**src/rtl/mc_pkg.sv**
```systemverilog
// Shared opcodes, ALUOp codes and FSM state encoding for the multi-cycle controller.
package mc_pkg;

  localparam logic [6:0] OP_R      = 7'b0110011;
  localparam logic [6:0] OP_I      = 7'b0010011;
  localparam logic [6:0] OP_LOAD   = 7'b0000011;
  localparam logic [6:0] OP_STORE  = 7'b0100011;
  localparam logic [6:0] OP_BRANCH = 7'b1100011;

  localparam logic [1:0] ALUOP_ADD = 2'b00;
  localparam logic [1:0] ALUOP_SUB = 2'b01;
  localparam logic [1:0] ALUOP_R   = 2'b10;
  localparam logic [1:0] ALUOP_I   = 2'b11;

  // Encodings 12..15 are unreachable and fall into TRAP.
  typedef enum logic [3:0] {
    RST_VEC  = 4'd0,
    FETCH    = 4'd1,
    DECODE   = 4'd2,
    EXEC_R   = 4'd3,
    EXEC_I   = 4'd4,
    ALU_WB   = 4'd5,
    MEM_ADDR = 4'd6,
    MEM_RD   = 4'd7,
    MEM_WB   = 4'd8,
    MEM_WR   = 4'd9,
    BRANCH   = 4'd10,
    TRAP     = 4'd11
  } state_t;

endpackage

```
**src/rtl/mem_wait_timer.sv**
```systemverilog
// Memory wait counter: counts stalled request cycles and flags the last allowed one.
module mem_wait_timer #(
  parameter int TIMEOUT_CYCLES = 16,
  parameter int TMR_W          = 8
) (
  input  logic clk,
  input  logic reset,
  input  logic clear,
  input  logic count_en,
  output logic expired
);

  logic [TMR_W-1:0] count;

  // Clear wins over counting so a fresh wait always starts at zero.
  always_ff @(posedge clk or posedge reset) begin
    if (reset)         count <= '0;
    else if (clear)    count <= '0;
    else if (count_en) count <= count + 1'b1;
  end

  // Expired marks the final cycle a request may still see ready; zero disables.
  generate
    if (TIMEOUT_CYCLES > 0) begin : g_tmo
      assign expired = (count == TMR_W'(TIMEOUT_CYCLES - 1));
    end else begin : g_no_tmo
      assign expired = 1'b0;
    end
  endgenerate

endmodule

```
**src/rtl/multicycle_controller.sv**
```systemverilog
// Multi-cycle RV32I-subset control FSM with req/ready memory handshakes,
// watchdog timeout and illegal-opcode trap.
module multicycle_controller
  import mc_pkg::*;
#(
  parameter int TIMEOUT_CYCLES = 16,
  parameter int TMR_W          = 8,
  parameter bit RESET_PC_LOAD  = 1'b1
) (
  input  logic       clk,
  input  logic       reset,
  input  logic [6:0] opcode,
  input  logic       zero,
  input  logic       imem_ready,
  input  logic       dmem_ready,
  output logic       imem_req,
  output logic       dmem_req,
  output logic       dmem_we,
  output logic       ir_write,
  output logic       pc_write,
  output logic       pc_src,
  output logic       reg_write,
  output logic       mem2reg,
  output logic       alu_src,
  output logic [1:0] alu_op,
  output logic       instr_retired,
  output logic       illegal,
  output logic       bus_error,
  output logic       halted
);

  localparam state_t START = RESET_PC_LOAD ? RST_VEC : FETCH;

  state_t state, next_state;
  logic   set_illegal, set_berr, tmr_expired, tmr_clear, tmr_en;

  // Any state change restarts the wait counter; it only runs while stalled.
  assign tmr_clear = (next_state != state);
  assign tmr_en    = (imem_req & ~imem_ready) | (dmem_req & ~dmem_ready);

  mem_wait_timer #(.TIMEOUT_CYCLES(TIMEOUT_CYCLES), .TMR_W(TMR_W)) u_tmr (
    .clk      (clk),
    .reset    (reset),
    .clear    (tmr_clear),
    .count_en (tmr_en),
    .expired  (tmr_expired)
  );

  // State register.
  always_ff @(posedge clk or posedge reset) begin
    if (reset) state <= START;
    else       state <= next_state;
  end

  // Sticky fault flags, cleared only by reset.
  always_ff @(posedge clk or posedge reset) begin
    if (reset) begin
      illegal   <= 1'b0;
      bus_error <= 1'b0;
    end else begin
      if (set_illegal) illegal   <= 1'b1;
      if (set_berr)    bus_error <= 1'b1;
    end
  end

  // Next-state and control decode; everything is forced low while reset is held
  // so an abandoned instruction leaves no request or write asserted.
  always_comb begin
    next_state    = state;
    set_illegal   = 1'b0;
    set_berr      = 1'b0;
    imem_req      = 1'b0;
    dmem_req      = 1'b0;
    dmem_we       = 1'b0;
    ir_write      = 1'b0;
    pc_write      = 1'b0;
    pc_src        = 1'b0;
    reg_write     = 1'b0;
    mem2reg       = 1'b0;
    alu_src       = 1'b0;
    alu_op        = ALUOP_ADD;
    instr_retired = 1'b0;
    halted        = 1'b0;
    if (!reset) begin
      case (state)
        RST_VEC: begin
          pc_write   = 1'b1;
          next_state = FETCH;
        end
        FETCH: begin
          imem_req = 1'b1;
          if (imem_ready) begin
            ir_write   = 1'b1;
            pc_write   = 1'b1;
            next_state = DECODE;
          end else if (tmr_expired) begin
            set_berr   = 1'b1;
            next_state = TRAP;
          end
        end
        DECODE: begin
          case (opcode)
            OP_R:               next_state = EXEC_R;
            OP_I:               next_state = EXEC_I;
            OP_LOAD, OP_STORE:  next_state = MEM_ADDR;
            OP_BRANCH:          next_state = BRANCH;
            default: begin
              set_illegal = 1'b1;
              next_state  = TRAP;
            end
          endcase
        end
        EXEC_R: begin
          alu_op     = ALUOP_R;
          next_state = ALU_WB;
        end
        EXEC_I: begin
          alu_src    = 1'b1;
          alu_op     = ALUOP_I;
          next_state = ALU_WB;
        end
        ALU_WB: begin
          reg_write     = 1'b1;
          instr_retired = 1'b1;
          next_state    = FETCH;
        end
        MEM_ADDR: begin
          alu_src    = 1'b1;
          alu_op     = ALUOP_ADD;
          next_state = (opcode == OP_STORE) ? MEM_WR : MEM_RD;
        end
        MEM_RD: begin
          dmem_req = 1'b1;
          if (dmem_ready) begin
            next_state = MEM_WB;
          end else if (tmr_expired) begin
            set_berr   = 1'b1;
            next_state = TRAP;
          end
        end
        MEM_WB: begin
          reg_write     = 1'b1;
          mem2reg       = 1'b1;
          instr_retired = 1'b1;
          next_state    = FETCH;
        end
        MEM_WR: begin
          dmem_req = 1'b1;
          dmem_we  = 1'b1;
          if (dmem_ready) begin
            instr_retired = 1'b1;
            next_state    = FETCH;
          end else if (tmr_expired) begin
            set_berr   = 1'b1;
            next_state = TRAP;
          end
        end
        BRANCH: begin
          alu_op        = ALUOP_SUB;
          pc_src        = 1'b1;
          pc_write      = zero;
          instr_retired = 1'b1;
          next_state    = FETCH;
        end
        TRAP: begin
          halted     = 1'b1;
          next_state = TRAP;
        end
        default: next_state = TRAP;
      endcase
    end
  end

endmodule

```
**config.mk**
```make
export PLATFORM = sky130hd
export DESIGN_NAME = multicycle_controller
export DESIGN_NICKNAME = d
export VERILOG_FILES = /design/src/rtl/mc_pkg.sv /design/src/rtl/mem_wait_timer.sv /design/src/rtl/multicycle_controller.sv
export SDC_FILE = /design/constraint.sdc
export NUM_CORES = 1
export LEC_CHECK = 0
export ABC_AREA = 1
export CORE_AREA = 2 2 54 56
export CTS_CLUSTER_SIZE = 8
export DETAILED_ROUTE_END_ITERATION = 12
export DIE_AREA = 0 0 56 58
export PLACE_DENSITY = 0.73
export SLEW_MARGIN = 15
export SYNTH_ARGS = -nofsm -noshare
export SYNTH_HDL_FRONTEND = slang
export SYNTH_SLANG_ARGS = --single-unit
```
**constraint.sdc**
```tcl
create_clock -name clk -period 2.21 [get_ports clk]
set_input_delay 0.3315 -clock clk [delete_from_list [all_inputs] [get_ports clk]]
set_output_delay 0.3315 -clock clk [all_outputs]
set_load 0.02 [all_outputs]
```
Yosys cells after proc, flatten, opt, wreduce, memory -nomap -nowiden
Index checks and enable logic that the tools add are counted. Widths: inputs -> output; s select.

Add/sub/neg operators: 1. Equal/unequal tests: 18. Mux-type cells: 44. Bitwise logic cells: 5. Reduce and logical (&&, ||, !) cells: 10.

Operators by type and width (count): $mux 1 (29); $pmux 4 s7 (1); $mux 4 (6); $eq 4x3->1 const B (4); $eq 4x4->1 const B (4); $mux 8 (2); $pmux 4 s4 (1); $eq 7x6->1 const B (2); $reduce_or 2->1 (5); $add 8x1->8 const B (1); $eq 4x2->1 const B (2); $eq 8x4->1 const B (1); $eq 7x2->1 const B (1); $eq 7x5->1 const B (1); $eq 7x7->1 const B (1); $pmux 2 s3 (1); $reduce_or 5->1 (1); $eq 4x1->1 const B (1); $logic_not 4->1 (1); $ne 4x4->1 (1); $pmux 1 s2 (2); $reduce_or 4->1 (1); $pmux 1 s3 (1); $reduce_or 3->1 (1); other kinds (5) (7).

Flip-flop bits (word level): 14. Input port bits: 12. Output and inout bits: 15. Logic and storage cells: 82.

Logic depth before layout (Yosys ltp)
Gate-level depths: netlist of run 1.

Word-level depth: 8. Mapped depth: 13. Depth with buffers taken out: 13.

Hierarchy
Synthesis of run 1 repeated with hierarchy kept, for this count alone.

Cells, all modules: 207. Area total of the unflattened synthesis: 1255.0 µm².

By module, submodules not included: multicycle_controller (times used 1, cells each 146, area an instance 808.3 µm², seq. area each 150.1 µm²); mem_wait_timer (times used 1, cells each 61, area an instance 446.7 µm², seq. area each 200.2 µm²).

Worst setup path before layout of run 1
No wires, ideal clock.

Path type: input to register. From: input reset. To: register u_tmr.count[0]. Data arrival time: 1.665 ns. Required time: 2.089 ns. Slack: 0.425 ns. Cell stages on the path: 8. Path buffers: 2. Cell sequence: buf_2 -> inv_1 -> clkbuf_1 -> nand3_1 -> nand2_1 -> nor2_2 -> nand2_4 -> nor2_2.

Longest elaborated chain between the ends: 4. Elaborated cells on any way between the ends: 9.

RTL lines: start: declaration (line multicycle_controller.sv:11) `input logic reset,`; $mux 1 (line multicycle_controller.sv:84) `if (!reset) begin`; $and 1x1->1 (line multicycle_controller.sv:39) `assign tmr_en = (imem_req & ~imem_ready) | (dmem_req & ~dmem_ready);`; $or 1x1->1 (line multicycle_controller.sv:39); $reduce_bool 2->1 (no source line); end signal: assignment (line mem_wait_timer.sv:19) `else if (count_en) count <= count + 1'b1;`; end: declaration (line mem_wait_timer.sv:13) `logic [TMR_W-1:0] count;`.

Parallel ways exist; a longest one is shown, timed or not. A chain may end at the register's enable or synchronous reset.

Worst setup path in the final report of run 1
From: register state[3]. To: output ir_write.

Longest elaborated chain between the ends: 3.

RTL lines: start: declaration (line multicycle_controller.sv:34) `state_t state, next_state;`; start signal: assignment (line multicycle_controller.sv:52) `else state <= next_state;`; $eq 4x1->1 (line multicycle_controller.sv:85) `case (state)`; $mux 1 (line multicycle_controller.sv:85); $mux 1 (line multicycle_controller.sv:84); end: declaration (line multicycle_controller.sv:19) `output logic ir_write,`.

No other way between the ends.

==> flow_summary.ini, run 1 <==
[timing]
max_freq_mhz = 472
finalWorstPathRequiredPeriod_ns = 2.12
fin_hold_ws_ns = 0.486
grt_setup_unrepaired = no
slew_headroom_pct = 82.3
tightest_slew_ns = 0.262
final.period_utilization_pct = 95.9
finalHoldViolations = 0
setup_total_negative_slack_ns = 0
finalSetupViolCount = 0
final-max-slew-violation-count = 0
finClkSkew_ns = 0.00191

[pwr]
power.density_nw_per_um2 = 1020
irDropWorstVdd_v = 0.000806
leakagePower_uw = 0.000911

[place]
detailedPlacementHpwl_mm = 2.45
routabilityCongestion = 0.890
instance_count_after_placement_with_tap_cells_included = 251
io_buffer_count = 26
place_area_um2 = 1600

[synth]
muxShareOfSynthArea_pct = 0
synthDominantAreaCellType = dfrtp_1
synthCells = 193
yosysTopAreaCellShare_pct = 27.3
post_synth_main_area_contributors = dfrtp_1 27%, nand2_1 12%, nor2_2 9.3%
postSynthRegisterBits = 14
post_synth_and_or_nand_nor_area_fraction_pct = 48.8
avgSynthCellArea_um2 = 6.66
synth_fa_ha_area_share_pct = 0.974
synth-warning-count = 0
seq_area_frac_synth_pct = 27.3
synthXorXnorAreaFrac_pct = 4.09
synth_top_family_by_area = simple AND/OR/NAND/NOR gates
synth.lib_cells_used.distinct = 30
postSynthNetCount = 206
combined_area_of_all_synthesized_cells_um2 = 1280
synth_compound_gate_area_share_pct = 9.15

[min_path]
hp-class = reg2reg
timing.hold.worst.start = illegal

[finish]
filler_instances = 252
layout.cells.most_common = nand2_1
multi_input_area_um2 = 815
area.sequential_um2 = 354
antenna-diode-count = 0
finalInstanceArea_um2 = 1660
syn_to_final_growth_pct = 28.8
final_cell_mix = 42 x nand2_1, 22 x nor2_1, 18 x nor2_2, 18 x inv_1, 18 x nand3_1
final_util_pct = 62.2
drive_gt1_share_pct = 25.4
layout.cells.non_filler = 255
finish.net_count = 238

[critical_path]
cp.arrival_ns = 1.79
critical_path_required_ns = 1.88
worstSetupStartpoint = state[3]
timing.rr.start = u_tmr.count[0]
launching_element_type_of_the_critical_path = flop
timing.setup.critical_path_class = reg2out
crit_fanout = 8
critical_path.endpoint_type = output port

[cts]
cts_buffers = 3
clock_pin_slew_on_the_worst_setup_and_hold_paths_ns = 0.09
cts_max_level = 1
post-cts-setup-buffer-count = 0
ctsRootBufferMaster = clkbuf_4
post_cts_hold_buffer_count = 0
numClockSinks = 14
clk-insertion-delay-late_ns = 0.29
cts_tree = built
cts.path.max_buffers = 2

[run]
maxCapViolations = 0

[drt]
postRouteAntennaNets = 0
num_vias = 1303
routed_via_density = 5.11
drt_pre_antenna_iters = 4
drt_first_iter_violations = 40
route.detailed.drc = 0
route.final.wire_length_mm = 3.05
wl_per_cell_um = 12.0

[floorplanning]
area_of_the_placeable_core_um2 = 2660
design.die.area_um2 = 3250
floorplan.die.height_um = 58
die_width_um = 56
std_cell_rows = 19
i_o_pin_cnt = 27
start_util_pct = 48.3

[global_route]
global_route.overflow_total = 0
number_of_antenna_violations_at_the_first_check_in_global_routing = 0
grt_start_max_net_pins = 25
first_global_vias = 1246
first_pass_grt_wire_length_mm = 5.22
grt_use_total_pct = 19.8

[run_status]
outcome = finished clean
[metrics by stage]
step           setup slack [ns]  power (uW)
4_1_cts                 0.00257        1700
5_1_grt                 0.00697        1820
2_1_floorplan             0.425        1220
3_5_place_dp             0.0932        1500
6_report                 0.0913        1680
3_3_place_gp              0.126        1470
[logic make-up after synthesis]
group | after synthesis
and+or+nand+nor | 123
buffers and inverters | 31
AOI/OAI and AO/OA | 18
DFF | 14
xor gates and xnor gates | 6
adders and majority gates | 1
[path summary, 6_finish.rpt]
kind	endpoint	slack, ns	depth (start not counted)
setup / recovery	ir_write	0.09	4
hold / removal	illegal	0.49	1
setup reg to reg	u_tmr.count[4]	0.39	12
hold reg to reg	illegal	0.49	1
max in group asynchronous	state[3]	1.31	4
min in group asynchronous	state[0]	0.66	4
[where the power goes]
part	internal (uW)	switching, uW	leakage, uW
Combinational	383	708	0.000712
Sequential	310	89.6	0.000178
Clock	100	91.6	0.0000210
Total	793	890	0.000911
[synth_stat cells (all sizes together)]
| cell | instances |
|---|---|
| a21oi | 6 |
| xor2 | 5 |
| clkbuf | 2 |
| dfrtp | 14 |
| o21bai | 2 |
| a21o | 1 |
| buf | 2 |
| xnor2 | 1 |
| nand3 | 20 |
| o21ai | 5 |
| nand4 | 6 |
| ha | 1 |
| a31oi | 1 |
| nor4 | 1 |
| o21a | 3 |
| inv | 27 |
| nor2 | 44 |
| nor3 | 1 |
| nand2 | 50 |
| and2 | 1 |
[routing by layer]
layer / up-vias / share of wire (%) / GRT usage (%) / wire, um
met5: - / 0 / 0 / 0
met4: 0 / 0.92 / 5.44 / 28
met3: 5 / 4.6 / 2.68 / 140
met2: 29 / 48 / 34.6 / 1470
met1: 596 / 46 / 25.9 / 1410
li1: 673 / - / - / -
[cell type report]
class                      instances  share of cell area [%]
multi-input combinational        148                    49.2
tap                               31                    2.34
clock buffer                       4                    2.19
timing repair buffer              31                    18.7
inverter                          27                    6.12
sequential                        14                    21.4
[repair_timing]
action,in CTS,in global routing
endpoints found under the hold margin,0,0
resized for setup,7,10
setup endpoints to repair,8,9
[state kept, by name (all words and copies together) (netlist names)]
name	flops
illegal	1
u_tmr.count	8
bus_error	1
state	4
[critical path, stage by stage (launching register included)]
cell             delay (ns)
dfrtp_2                0.51
nor2_4                 0.17
nand3_2                0.12
nor2_1                 0.10
clkdlybuf4s50_1        0.60
(Power assumes the default switching activity.)
==> run 2, diff against run 1 <==
--- a/config.mk
+++ b/config.mk
@@ -7,7 +7,6 @@
 export LEC_CHECK = 0
 export ABC_AREA = 1
 export CORE_AREA = 2 2 54 56
-export CTS_CLUSTER_SIZE = 8
 export DETAILED_ROUTE_END_ITERATION = 12
 export DIE_AREA = 0 0 56 58
 export PLACE_DENSITY = 0.73
==> results of run 2 <==
Same layout as run 1: the final DEF is identical, and so are final timing and power.
==> run 3, diff against run 2 <==
--- a/config.mk
+++ b/config.mk
@@ -6,10 +6,11 @@
 export NUM_CORES = 1
 export LEC_CHECK = 0
 export ABC_AREA = 1
-export CORE_AREA = 2 2 54 56
+export CORE_AREA = 2 2 53 55
 export DETAILED_ROUTE_END_ITERATION = 12
-export DIE_AREA = 0 0 56 58
-export PLACE_DENSITY = 0.73
+export DIE_AREA = 0 0 55 57
+export DONT_BUFFER_PORTS = 1
+export PLACE_DENSITY = 0.62
 export SLEW_MARGIN = 15
 export SYNTH_ARGS = -nofsm -noshare
 export SYNTH_HDL_FRONTEND = slang
==> constraint.sdc (replaced) <==
create_clock -name clk -period 2.21 [get_ports clk]
set_input_delay 0.3315 -clock clk [delete_from_list [all_inputs] [get_ports clk]]
set_output_delay 0.3315 -clock clk [all_outputs]
set_load 0.05 [all_outputs]
==> run 3 against run 2 <==
Effect of this change: critical path depth up 4; core utilization down 6.7 points; wire length down 7.1%; highest routed layer unchanged; design area down 12%; final cell count down 6.3%; total power up 4.1%; global-route usage up 0.40 points.
==> flow_summary.ini, run 3 (synthesized netlist as in run 1, its figures left out) <==
[critical_path]
cp.arrival_ns = 1.69
timing.rr.start = state[3]
worstSetupStartpoint = state[2]
launching_element_type_of_the_critical_path = flop
cp_slowest_cell = dfrtp_1
critical_path.endpoint_type = output port
path_cells = inv_2, nand2_4, nor2_2, inv_2, nor2_1, nor2_2, nor2_1, buf_4
timing.setup.critical_path_class = reg2out
critical_path_required_ns = 1.88
reg2reg_setup_slack_ns = 0.33
reg2regPathDepth = 11
cpPeakStageDelay_ns = 0.45
crit-reg2reg-capture = u_tmr.count[3]
crit_fanout = 6

[drt]
routed_via_density = 5.18
wl_per_cell_um = 11.9
num_vias = 1238
drt_first_iter_violations = 14
route.detailed.drc = 0
postRouteAntennaNets = 0
drt_pre_antenna_iters = 4
route.final.wire_length_mm = 2.84

[finish]
regMostFlops = u_tmr.count
filler_instances = 271
largest_registers = u_tmr.count: 8 flops, state: 4 flops
layout.cells.most_common = nand2_1
syn_to_final_growth_pct = 13.0
finish.net_count = 222
layout.cells.non_filler = 239
finalInstanceArea_um2 = 1450
area.sequential_um2 = 350
multi_input_area_um2 = 810
antenna-diode-count = 0
drive_gt1_share_pct = 29.8
final_cell_mix = 42 x nand2_1, 22 x nor2_1, 19 x nor2_2, 18 x inv_1, 18 x nand3_1
largest_reg_flops = 8

[timing]
finalWorstPathRequiredPeriod_ns = 2.03
finalSetupViolCount = 0
max_freq_mhz = 494
final.period_utilization_pct = 91.6
setup_total_negative_slack_ns = 0
finClkSkew_ns = 0.00272
fin_ws_ns = 0.185
finalHoldViolations = 0
slew_headroom_pct = 68.8
grt_setup_unrepaired = no
tightest_slew_ns = 0.468
final-max-slew-violation-count = 0

[floorplanning]
floorplan.die.height_um = 57
i_o_pin_cnt = 27
start_util_pct = 49.1
std_cell_rows = 19
area_of_the_placeable_core_um2 = 2620
die_width_um = 55
design.die.area_um2 = 3140

[min_path]
holdPathStages = 1
timing.hold.worst.start = reset
hp-class = in2reg
hold_end = state[0]

[pwr]
internal-power_uw = 749
power.switching_uw = 1000
combPwrFrac_pct = 65.4
irDropWorstVdd_v = 0.000749
sequentialPowerShare_pct = 23.9
power.density_nw_per_um2 = 1210
leakagePower_uw = 0.000720
power_frac_clock_pct = 10.7
p_sw_share_pct = 57.2

[global_route]
grt_start_max_net_pins = 25
first_pass_grt_wire_length_mm = 4.64
first_global_vias = 1097
number_of_antenna_violations_at_the_first_check_in_global_routing = 0
groute.layer.met2.usage_pct = 34.5
global_route.usage.met1_pct = 25.1
busiest_layer_in_global_routing = met2
global_route.overflow_total = 0
gr_met3_demand_resource_pct = 2.36
grt_use_total_pct = 20.2

[place]
routabilityCongestion = 0.907
instance_count_after_placement_with_tap_cells_included = 234
place_area_um2 = 1410
placement.setup.worst_slack_ns = 0.353
io_buffer_count = 0
detailedPlacementHpwl_mm = 2.31

[cts]
post-cts-setup-buffer-count = 0
ctsRootBufferMaster = clkbuf_4
cts_buffers = 3
clk-insertion-delay-late_ns = 0.29
clock_pin_slew_on_the_worst_setup_and_hold_paths_ns = 0.08
cts_tree = built
numClockSinks = 14
cts_max_level = 1
cts.path.max_buffers = 2

[run]
maxCapViolations = 0

[run_status]
outcome = finished clean
## run 3: cell count changes in the layout (fill, tap and decap cells not counted), sizes merged
cell	delta
buf	+9
dlymetal6s2s	-8
dlygate4sd2	-2
clkdlybuf4s50	-15
dlygate4sd3	+1
clkbuf	-1
## run 3: worst max-delay path by stage
stage | cells after the start | to | slack (ns)
3_5_place_dp | 11 | u_tmr.count[3] | 0.35
5_1_grt | 8 | instr_retired | 0.05
2_1_floorplan | 3 | halted | 0.22
4_1_cts | 8 | instr_retired | 0.19
3_3_place_gp | 11 | u_tmr.count[0] | 0.39
6_report | 8 | instr_retired | 0.18
## run 3: final cells by class
cell class | count | area share, %
Multi-Input combinational cell | 148 | 55.8
Sequential cell | 14 | 24.1
Timing Repair Buffer | 15 | 7.93
Inverter | 27 | 6.98
Tap cell | 31 | 2.67
Clock buffer | 4 | 2.50
## run 3: power by group through the flow
stage / Combinational (uW) / Clock, uW / Sequential, uW
5_1_grt: 1260 / 210 / 427
3_3_place_gp: 1140 / 0 / 421
2_1_floorplan: 972 / 0 / 385
3_5_place_dp: 1150 / 0 / 422
6_report: 1140 / 188 / 418
4_1_cts: 1150 / 192 / 417
## run 3: routing by layer
metal / vias up / part of all wire, %
li1: 643 / -
met1: 549 / 43
met2: 39 / 50
met3: 7 / 4.6
met4: 0 / 2.1
met5: - / 0
## run 3: metrics by stage
step	utilization, %	hold slack, ns	total power [uW]
floorplan	-	0.530	1360
global placement	53.7	0.313	1560
detailed placement	53.7	0.314	1570
CTS	55.5	0.132	1760
global route	55.5	0.108	1900
finish	55.5	0.128	1750
## run 3: worst max-delay path, delay by kind of cell, from the launching register on
family                 cells  cell delay (ns)
flip-flops                 1             0.45
buffers and inverters      3             0.43
AND/OR/NAND/NOR            5             0.52
## run 3: timing repair
action	in CTS	in global routing
gates resized for setup	0	0
endpoints found under the hold margin	6	0
hold buffers	1	0
==> RTL change: new RTL, settings of run 1 <==
Re-encode `state_t` (12 states) as Gray code, 4 bits wide.
--- a/src/rtl/mc_pkg.sv
+++ b/src/rtl/mc_pkg.sv
@@ -14,18 +14,18 @@
 
   // Encodings 12..15 are unreachable and fall into TRAP.
   typedef enum logic [3:0] {
-    RST_VEC  = 4'd0,
-    FETCH    = 4'd1,
-    DECODE   = 4'd2,
-    EXEC_R   = 4'd3,
-    EXEC_I   = 4'd4,
-    ALU_WB   = 4'd5,
-    MEM_ADDR = 4'd6,
-    MEM_RD   = 4'd7,
-    MEM_WB   = 4'd8,
-    MEM_WR   = 4'd9,
-    BRANCH   = 4'd10,
-    TRAP     = 4'd11
+    RST_VEC  = 4'b0000,
+    FETCH    = 4'b0001,
+    DECODE   = 4'b0011,
+    EXEC_R   = 4'b0010,
+    EXEC_I   = 4'b0110,
+    ALU_WB   = 4'b0111,
+    MEM_ADDR = 4'b0101,
+    MEM_RD   = 4'b0100,
+    MEM_WB   = 4'b1100,
+    MEM_WR   = 4'b1101,
+    BRANCH   = 4'b1111,
+    TRAP     = 4'b1110
   } state_t;
 
 endpackage
Formal check against the unedited RTL: same outputs for any inputs over 10 cycles, from zero or initial values and one cycle with reset high; not proved beyond that.
==> RTL change against run 1 <==
Sequential cell count is the same; via count shrank 3.4%; core utilization shrank 3.1 points; sequential share of layout area grew 1.0 points; combinational power shrank 11%; cell area shrank 4.9%; synthesized cell count shrank 2.6%; synthesized area shrank 6.1%; routed wire length shrank 9.4%; die area is the same; total power shrank 11%; fmax grew 1.0%; worst setup slack gained 0.021 ns.
==> RTL change: results (changes against run 1) <==
Status
  • Outcome: finished, final reports clean

Synthesis
  • Avg Inst Size Synth: 6.416 um2 (-3.6%)
  • Post-Syn Nets: 201 (-2.4%)
  • Multiplexer area fraction after synthesis: 0.9336% (+0.93 points)
  • Commonest cells post-synth: nand2_1 (56), nor2_1 (29), inv_1 (24), dfrtp_1 (14), nand3_1 (13)
  • Synth Area in XOR/XNOR: 2.905% (-1.2 points)
  • Synth area leaders: dfrtp_1 (29%), nand2_1 (17%), nor2_1 (9.0%)
  • Synth Area in Adders: 1.037% (+0.064 points)
  • Post-synthesis compound-gate area fraction: 8.299% (-0.85 points)

Routing
  • 1st-pass router iterations: 6 (+2)
  • DR vias/cell: 5.036 (-1.4%)
  • WL met2: 1225 um (-17%)
  • WL met3: 154 um (+10%)

Global routing
  • Global-route wire length before repair: 4947 um (-5.3%)
  • Overall Global Routing Usage: 19.14% (-0.68 points)
  • Largest net degree at the start of global routing: 18 (-28%)
  • Met3 usage: 4.688% (+2.0 points)

Worst setup path
  • Worst-path fanout max: 7 (-1)
  • Worst EP arrival: 1.77 ns (-0.02 ns)
  • Reg-to-Reg End: u_tmr.count[7]$_DFFE_PP0P_
  • Worst reg-to-reg path cell count: 13 (+1)
  • Crit path largest cell delay: 0.63 ns (+0.03 ns)

Final layout
  • Seq Cell Count: 14 (unchanged)
  • #MultiIn Comb: 143 (-3.4%)
  • NonClk Buf Share: 19.55% (+0.81 points)
  • Register share of the cell area: 22.42% (+1.0 points)
  • FILL cells: 270 (+7.1%)
  • Share of post-route cells with drive strength above 1: 17.81% (-7.6 points)
  • Post-layout nets: 234 (-1.7%)
  • Non-CTS buffers: 30 (-3.2%)

Placed design
  • DP Worst Slack: 0.02970 ns (-0.06348 ns)

Min path
  • HP Start: bus_error$_DFFE_PP0P_

Power
  • Clk power: 0.000137 W (-29%)
  • Peak VDD IR: 0.5958 mV (-26%)
  • Lkg Pwr: 0.8936 nW (-2.0%)
  • Comb. pwr: 0.000971 W (-11%)

Timing
  • Clock skew: 0.003495 ns (+0.001583 ns)
## RTL change: what timing repair did
action / 4_1_cts / 5_1_grt
endpoints found under the hold margin: 0 / 0
gates resized for setup: 10 / 6
hold buffers: 0 / 0
setup endpoints to repair: 8 / 6
pin swaps: 0 / 0
## RTL change: worst max-delay path by stage
| stage | endpoint | start | cells past startpoint | slack, ns |
|---|---|---|---|---|
| after CTS | alu_op[0] | state[0]$_DFF_PP0_ | 6 | 0.0005 |
| final | halted | state[0]$_DFF_PP0_ | 4 | 0.11 |
| after detailed placement | u_tmr.count[7]$_DFFE_PP0P_ | reset | 13 | 0.03 |
| after global routing | halted | state[0]$_DFF_PP0_ | 4 | 0.01 |
| after floorplan | u_tmr.count[7]$_DFFE_PP0P_ | reset | 13 | 0.29 |
| after global placement | u_tmr.count[7]$_DFFE_PP0P_ | reset | 13 | 0.05 |
